**src/rtl/reg_bus_master.sv**
```systemverilog
// Initiator for the single-register config bus: takes one host command, runs it on the bus, returns the response.
// Optional macro REG_MASTER_TIMEOUT_EN adds an ack timeout counter and the rsp_err error path.
module reg_bus_master #(
  parameter int W_WIDTH        = 8,
  parameter int TIMEOUT_CYCLES = 16
) (
  input  logic               clk,
  input  logic               rst,
  input  logic               cmd_valid,
  output logic               cmd_ready,
  input  logic               cmd_wr,
  input  logic [W_WIDTH-1:0] cmd_addr,
  input  logic [W_WIDTH-1:0] cmd_wdata,
  output logic               sel_en,
  output logic               wr_rd_s,
  output logic [W_WIDTH-1:0] addr,
  output logic [W_WIDTH-1:0] wr_data,
  input  logic [W_WIDTH-1:0] rd_data,
  input  logic               ack,
  output logic               rsp_valid,
  input  logic               rsp_ready,
  output logic [W_WIDTH-1:0] rsp_rdata,
  output logic               rsp_err,
  output logic               busy
);

  typedef enum logic [1:0] {IDLE, REQ, RESP} state_t;

  state_t             state_reg, state_next;
  logic               sel_en_reg, sel_en_next;
  logic               wr_rd_s_reg, wr_rd_s_next;
  logic [W_WIDTH-1:0] addr_reg, addr_next;
  logic [W_WIDTH-1:0] wr_data_reg, wr_data_next;
  logic               rsp_valid_reg, rsp_valid_next;
  logic [W_WIDTH-1:0] rsp_rdata_reg, rsp_rdata_next;
  logic               cmd_ready_reg, cmd_ready_next;
  logic               busy_reg, busy_next;

`ifdef REG_MASTER_TIMEOUT_EN
  localparam int CNT_W = $clog2(TIMEOUT_CYCLES + 1);
  logic [CNT_W-1:0] cnt_reg, cnt_next;
  logic             rsp_err_reg, rsp_err_next;
`endif

  always_ff @(posedge clk) begin
    if (rst) begin
      state_reg     <= IDLE;
      sel_en_reg    <= 1'b0;
      wr_rd_s_reg   <= 1'b0;
      addr_reg      <= '0;
      wr_data_reg   <= '0;
      rsp_valid_reg <= 1'b0;
      rsp_rdata_reg <= '0;
      cmd_ready_reg <= 1'b1;
      busy_reg      <= 1'b0;
`ifdef REG_MASTER_TIMEOUT_EN
      cnt_reg       <= '0;
      rsp_err_reg   <= 1'b0;
`endif
    end else begin
      state_reg     <= state_next;
      sel_en_reg    <= sel_en_next;
      wr_rd_s_reg   <= wr_rd_s_next;
      addr_reg      <= addr_next;
      wr_data_reg   <= wr_data_next;
      rsp_valid_reg <= rsp_valid_next;
      rsp_rdata_reg <= rsp_rdata_next;
      cmd_ready_reg <= cmd_ready_next;
      busy_reg      <= busy_next;
`ifdef REG_MASTER_TIMEOUT_EN
      cnt_reg       <= cnt_next;
      rsp_err_reg   <= rsp_err_next;
`endif
    end
  end

  always_comb begin
    state_next     = state_reg;
    sel_en_next    = sel_en_reg;
    wr_rd_s_next   = wr_rd_s_reg;
    addr_next      = addr_reg;
    wr_data_next   = wr_data_reg;
    rsp_valid_next = rsp_valid_reg;
    rsp_rdata_next = rsp_rdata_reg;
`ifdef REG_MASTER_TIMEOUT_EN
    cnt_next       = cnt_reg;
    rsp_err_next   = rsp_err_reg;
`endif
    case (state_reg)
      IDLE: begin
        if (cmd_valid && cmd_ready_reg) begin
          wr_rd_s_next = cmd_wr;
          addr_next    = cmd_addr;
          wr_data_next = cmd_wdata;
          sel_en_next  = 1'b1;
          state_next   = REQ;
`ifdef REG_MASTER_TIMEOUT_EN
          cnt_next     = '0;
`endif
        end
      end
      REQ: begin
`ifdef REG_MASTER_TIMEOUT_EN
        if (cnt_reg != CNT_W'(TIMEOUT_CYCLES))
          cnt_next = cnt_reg + CNT_W'(1);
`endif
        // ack takes priority over a timeout firing in the same cycle
        if (ack) begin
          sel_en_next    = 1'b0;
          rsp_valid_next = 1'b1;
          rsp_rdata_next = wr_rd_s_reg ? '0 : rd_data;
          state_next     = RESP;
`ifdef REG_MASTER_TIMEOUT_EN
          rsp_err_next   = 1'b0;
        end else if (cnt_reg == CNT_W'(TIMEOUT_CYCLES - 1)) begin
          sel_en_next    = 1'b0;
          rsp_valid_next = 1'b1;
          rsp_rdata_next = '0;
          rsp_err_next   = 1'b1;
          state_next     = RESP;
`endif
        end
      end
      RESP: begin
        if (rsp_ready) begin
          rsp_valid_next = 1'b0;
          state_next     = IDLE;
`ifdef REG_MASTER_TIMEOUT_EN
          rsp_err_next   = 1'b0;
`endif
        end
      end
      default: state_next = IDLE;
    endcase
    cmd_ready_next = (state_next == IDLE);
    busy_next      = (state_next != IDLE);
  end

  assign sel_en    = sel_en_reg;
  assign wr_rd_s   = wr_rd_s_reg;
  assign addr      = addr_reg;
  assign wr_data   = wr_data_reg;
  assign rsp_valid = rsp_valid_reg;
  assign rsp_rdata = rsp_rdata_reg;
  assign cmd_ready = cmd_ready_reg;
  assign busy      = busy_reg;
`ifdef REG_MASTER_TIMEOUT_EN
  assign rsp_err   = rsp_err_reg;
`else
  assign rsp_err   = 1'b0;
`endif

endmodule

```
**config.mk**
```make
export PLATFORM = sky130hd
export DESIGN_NAME = reg_bus_master
export DESIGN_NICKNAME = d
export VERILOG_FILES = /design/src/rtl/reg_bus_master.sv
export SDC_FILE = /design/constraint.sdc
export NUM_CORES = 1
export LEC_CHECK = 0
export ABC_AREA = 1
export BUFFER_PORTS_ARGS = -buffer_cell sky130_fd_sc_hd__clkbuf_2
export CAP_MARGIN = 0
export CORE_MARGIN = 3
export CORE_UTILIZATION = 44
export CTS_BUF_LIST = sky130_fd_sc_hd__clkbuf_16
export DETAILED_ROUTE_END_ITERATION = 8
export PLACE_DENSITY = 0.87
export SETUP_SLACK_MARGIN = 0.05
export SLEW_MARGIN = 30
export SYNTH_ARGS = -nofsm -noshare
export SYNTH_HDL_FRONTEND = slang
export SYNTH_SLANG_ARGS = --single-unit
export TNS_END_PERCENT = 10
```
**constraint.sdc**
```tcl
create_clock -name clk -period 1.49 [get_ports clk]
set_input_delay 0.298 -clock clk [delete_from_list [all_inputs] [get_ports clk]]
set_output_delay 0.298 -clock clk [all_outputs]
set_load 0.02 [all_outputs]
```
==> flow_summary.ini, run 1 <==
[run_status]
status = completed

[finish]
nets = 246
final_cell_mix = 58 x clkbuf_2, 41 x nand2_1, 31 x dfxtp_1
antennaDiodeCount = 0
final_cells = 247
num-fill-cells = 230
area_growth_pct = 36.7
final_common_cell = clkbuf_2
drive_above_1_share_pct = 34.1

[worst_setup_path]
cp.required_ps = 1620
setup.worst_path.start_class = flop
critical_path.reg2reg.startpoint = state_reg[0]
reg2regPathDepth = 3
worstSetupStartpoint = state_reg[0]
worst-path-max-fanout = 19
r2r_setup_slack_ps = 280
path_class = reg2reg
arrival_ps = 1350
end_kind = flop

[die]
die_w_um = 58.6
row_count = 18
fp.coreArea_um2 = 2540
initial_utilization_pct = 47.9
die_y_um = 58.6
io_pins = 60
die-area_um2 = 3440

[sta]
grt_setup_unrepaired = no
slew_viol_final = 0
tns_ps = 0
hold_viol = 0
finalSetupViolCount = 0
fin_skew_ps = 3.78
finalCritPeriodShare_pct = 81.5
fin_ws_ps = 276
hold_ws_ps = 259
fmax_ghz = 0.824
timing.final.crit_period_ps = 1210

[detailed_routing]
wl_per_cell_um = 11.7
drt-pass1-iter-count = 4
finalWirelength_um = 2880
vias = 1182
drt_first_iter_violations = 39
drc = 0
viasPerCell = 4.79
antenna_left = 0

[logic_synthesis]
ys_seq_area_share_pct = 50.9
yosys_warnings = 0
synth_seq_cells = 31
synthesis.area_um2 = 1220
syn-instance-count = 156
syn_avg_cell_area_um2 = 7.81
synth_nets = 186
ys_types = 19

[clock_tree]
cts_tree = done
cts_sinks = 31
cts_resized = 0
htree_num_levels = 2
path_clk_slew_ps = 50
cts_buffers = 5
cts_root_buf = clkbuf_16
max-clock-path-buffers = 2
postCtsHoldBufs = 0
cts_setup_buffers = 0
clk_latency_ps = 270

[pwr]
p_per_area_nw_per_um2 = 1450
seq_power_share_pct = 38.6
p_switching_mw = 0.608
leakage_nw = 0.847
share_comb_of_total_power_pct = 15.6
p_int_mw = 1.81
clkPwrFrac_pct = 45.7
ir_drop_uv = 977
p_sw_share_pct = 25.2

[global_route]
grt_util_all_layers_pct = 18.7
grt_max_degree = 20
use_met1_pct = 21.8
grt_overflow = 0
busiest_layer = met2
antenna_found_initial = 0
first_global_vias = 1147
met3_usage_pct = 8.33
grt_first_pass_wirelength_um = 4850
gr-usage-met2_pct = 29.3

[place]
io_buffer_count = 58
dp_slack_ps = 293
dpl.cell_count = 239
gp_routability_congestion = 0.799
hpwlAfterDp_um = 2110

[hold_path]
hp-class = in2reg
hold_start = rd_data[2]
min_path_cells = 3

[job]
max_cap_viol_count = 0
## critical path, stage by stage (launching register included)
cell and delay, ps:
dfxtp_1 430, nand3_2 340, nand2_1 200, o21ai_0 110
## per-layer routing
metal  wire length [µm]  vias up
li1                   -      615
met1               1170      522
met2               1390       41
met3                263        4
met4                 55        0
met5                  0        -
## cells by family (layout without fill, tap and decap cells)
group | after synthesis | count (layout) | share of synthesized area [%]
buffers and inverters | 24 | 85 | 10.5
other | 1 | 1 | 0.308
AO/OA/AOI/OAI | 28 | 28 | 12.1
AND/OR/NAND/NOR | 72 | 72 | 26.2
flip-flops | 31 | 31 | 50.9
## stage by stage
| stage | total power [mW] | instance area, µm² | util (%) |
|---|---|---|---|
| 2_1_floorplan | 1.21 | 1220 | - |
| 3_3_place_gp | 1.32 | 1500 | 59.0 |
| 3_5_place_dp | 1.33 | 1500 | 59.0 |
| 4_1_cts | 2.45 | 1670 | 65.4 |
| 5_1_grt | 2.53 | 1670 | 65.4 |
| 6_report | 2.42 | 1670 | 65.4 |
## worst paths after layout
kind	endpoint
worst max-delay path	cmd_ready
worst min-delay path	rsp_rdata[2]
worst max register to register	cmd_ready
worst min register to register	wr_data[5]
## synthesized netlist by cell type
| master | n | area (µm²) |
|---|---|---|
| nand3_1 | 19 | 95.1 |
| buf_2 | 1 | 5.00 |
| buf_4 | 1 | 7.51 |
| conb_1 | 1 | 3.75 |
| nand3_2 | 1 | 10.0 |
| a21oi_2 | 2 | 17.5 |
| o21ai_0 | 1 | 5.00 |
| clkbuf_8 | 1 | 13.8 |
| inv_1 | 15 | 56.3 |
| buf_6 | 3 | 33.8 |
| nand2_4 | 1 | 11.3 |
| inv_2 | 1 | 3.75 |
| nand2_1 | 41 | 154 |
| nor2_4 | 1 | 11.3 |
| dfxtp_1 | 31 | 621 |
| nor2_1 | 8 | 30.0 |
| nand3b_1 | 1 | 7.51 |
| a21oi_1 | 25 | 125 |
| clkbuf_1 | 2 | 7.51 |
## area by class of cell
class / instances / area [µm²] / area share [%]
multi-input cells: 101 / 470 / 28.2
clock inverters: 3 / 38.8 / 2.33
well taps: 30 / 37.5 / 2.25
inverters: 16 / 60.1 / 3.61
repair buffers: 61 / 313 / 18.8
clock buffers: 5 / 125 / 7.51
flip-flops and latches: 31 / 621 / 37.3
## power by group through the flow
stage | clock network (mW) | registers (mW) | logic, mW
final | 1.10 | 0.934 | 0.378
after global routing | 1.17 | 0.940 | 0.423
after CTS | 1.13 | 0.934 | 0.383
after detailed placement | 0 | 0.950 | 0.381
after global placement | 0 | 0.948 | 0.373
after floorplan | 0 | 1.02 | 0.186
(Power assumes the default switching activity.)
==> run 2, diff against run 1 <==
==> constraint.sdc (replaced) <==
create_clock -name clk -period 1.2 [get_ports clk]
set_input_delay 0.24 -clock clk [delete_from_list [all_inputs] [get_ports clk]]
set_output_delay 0.24 -clock clk [all_outputs]
set_load 0.02 [all_outputs]
==> run 2 against run 1 <==
Against the previous run:
- register-to-register slack got worse by 120 ps
- count of clock-buffer cells in the layout unchanged
- non-clock buffer count increased by 3
- sequential share of layout area increased by 0.22 points
- via count decreased by 1.8%
- die area unchanged
- cell area decreased by 0.38%
- utilization decreased by 0.25 points
- clock skew increased by 1.8 ps
- first-iteration DRC count increased by 62%
- combinational power increased by 27%
- fmax increased by 16%
==> flow_summary.ini, run 2 (synthesized netlist as in run 1, its figures left out) <==
[sta]
hold_viol = 0
fmax_ghz = 0.957
slew_viol_final = 0
tns_ps = 0
hold_ws_ps = 154
timing.final.crit_period_ps = 1040
finalCritPeriodShare_pct = 87.1
fin_skew_ps = 5.55
finalSetupViolCount = 0
grt_setup_unrepaired = no

[worst_setup_path]
worst-path-max-fanout = 10
end_kind = flop
reg2regPathDepth = 5
setup.worst_path.start_class = flop
cp.required_ps = 1400
arrival_ps = 1240
path_class = reg2reg

[job]
max_cap_viol_count = 0

[place]
io_buffer_count = 58
dpl.cell_count = 242
post_dp_cell_area_um2 = 1520
gp_routability_congestion = 0.862
hpwlAfterDp_um = 2120

[run_status]
status = completed

[detailed_routing]
drt_first_iter_violations = 63
drt-pass1-iter-count = 4
viasPerCell = 4.66
finalWirelength_um = 2890
antenna_left = 0
drc = 0
vias = 1161
wl_per_cell_um = 11.6

[die]
die_y_um = 58.6
io_pins = 60
die_w_um = 58.6
row_count = 18
initial_utilization_pct = 47.9
die-area_um2 = 3440
fp.coreArea_um2 = 2540

[clock_tree]
cts_root_buf = clkbuf_16
path_clk_slew_ps = 50
cts_setup_buffers = 0
clk_latency_ps = 270
cts_resized = 0
htree_num_levels = 2
cts_buffers = 5
postCtsHoldBufs = 0
cts_sinks = 31
cts_tree = done
max-clock-path-buffers = 2

[finish]
utilization_pct = 65.2
design_area_um2 = 1660
drive_above_1_share_pct = 35.2
nets = 249
final_cell_mix = 58 x clkbuf_2, 41 x nand2_1, 30 x dfxtp_1
antennaDiodeCount = 0
final_cells = 249
final_common_cell = clkbuf_2
area_growth_pct = 36.1
num-fill-cells = 242

[pwr]
leakage_nw = 0.847
p_per_area_nw_per_um2 = 1680
ir_drop_uv = 1170

[global_route]
grt_max_degree = 20
grt_overflow = 0
antenna_found_initial = 0
first_global_vias = 1101
grt_first_pass_wirelength_um = 4640
grt_util_all_layers_pct = 18.3

[hold_path]
hp-class = in2reg
min_path_cells = 2
-- run 2: cell types whose count changed in the layout (fill, tap and decap cells not counted) --
cell	before	now
dfxtp_1	31	30
buf_4	3	6
bufinv_16	1	0
dfxtp_2	0	1
-- run 2: power breakdown --
part	leakage (nW)	internal, mW	switching (mW)
registers	0.255	1.11	0.0447
logic	0.525	0.178	0.303
clock network	0.0671	0.741	0.403
total	0.847	2.03	0.751
-- run 2: critical path, stage by stage, from the launching register on --
cell and delay, ps:
dfxtp_1 330, nand2_1 60, inv_2 150, buf_4 200
nand3_1 80, a21oi_1 150
-- run 2: layout make-up --
type                       count  area [µm²]  area share, %
multi-input combinational    101         470           28.4
clock buffer                   5         125           7.54
sequential                    31         622           37.5
tap                           30        37.5           2.26
timing repair buffer          64         335           20.2
inverter                      16        60.1           3.62
clock inverter                 2        8.76          0.528
-- run 2: worst paths after layout --
check                  from    endpoint  slack [ps]
setup / recovery  cmd_ready  wr_data[7]         160
hold / removal          rst   rsp_valid         150
hold reg to reg   rsp_valid   rsp_valid         460
setup reg to reg  cmd_ready  wr_data[7]         160
-- run 2: metrics by stage --
step                total power [mW]  setup slack (ps)
finish                          2.78               155
global route                    2.91              54.5
CTS                             2.81               134
detailed placement              1.66               162
global placement                1.65               169
floorplan                       1.50              84.8
-- run 2: routing by layer --
metal | part of all wire, % | wire length, µm | global-route usage, %
met1 | 41 | 1190 | 20.7
met2 | 47 | 1350 | 28.5
met3 | 9.9 | 286 | 9.43
met4 | 2.4 | 69 | 8.74
met5 | 0 | 0 | 0
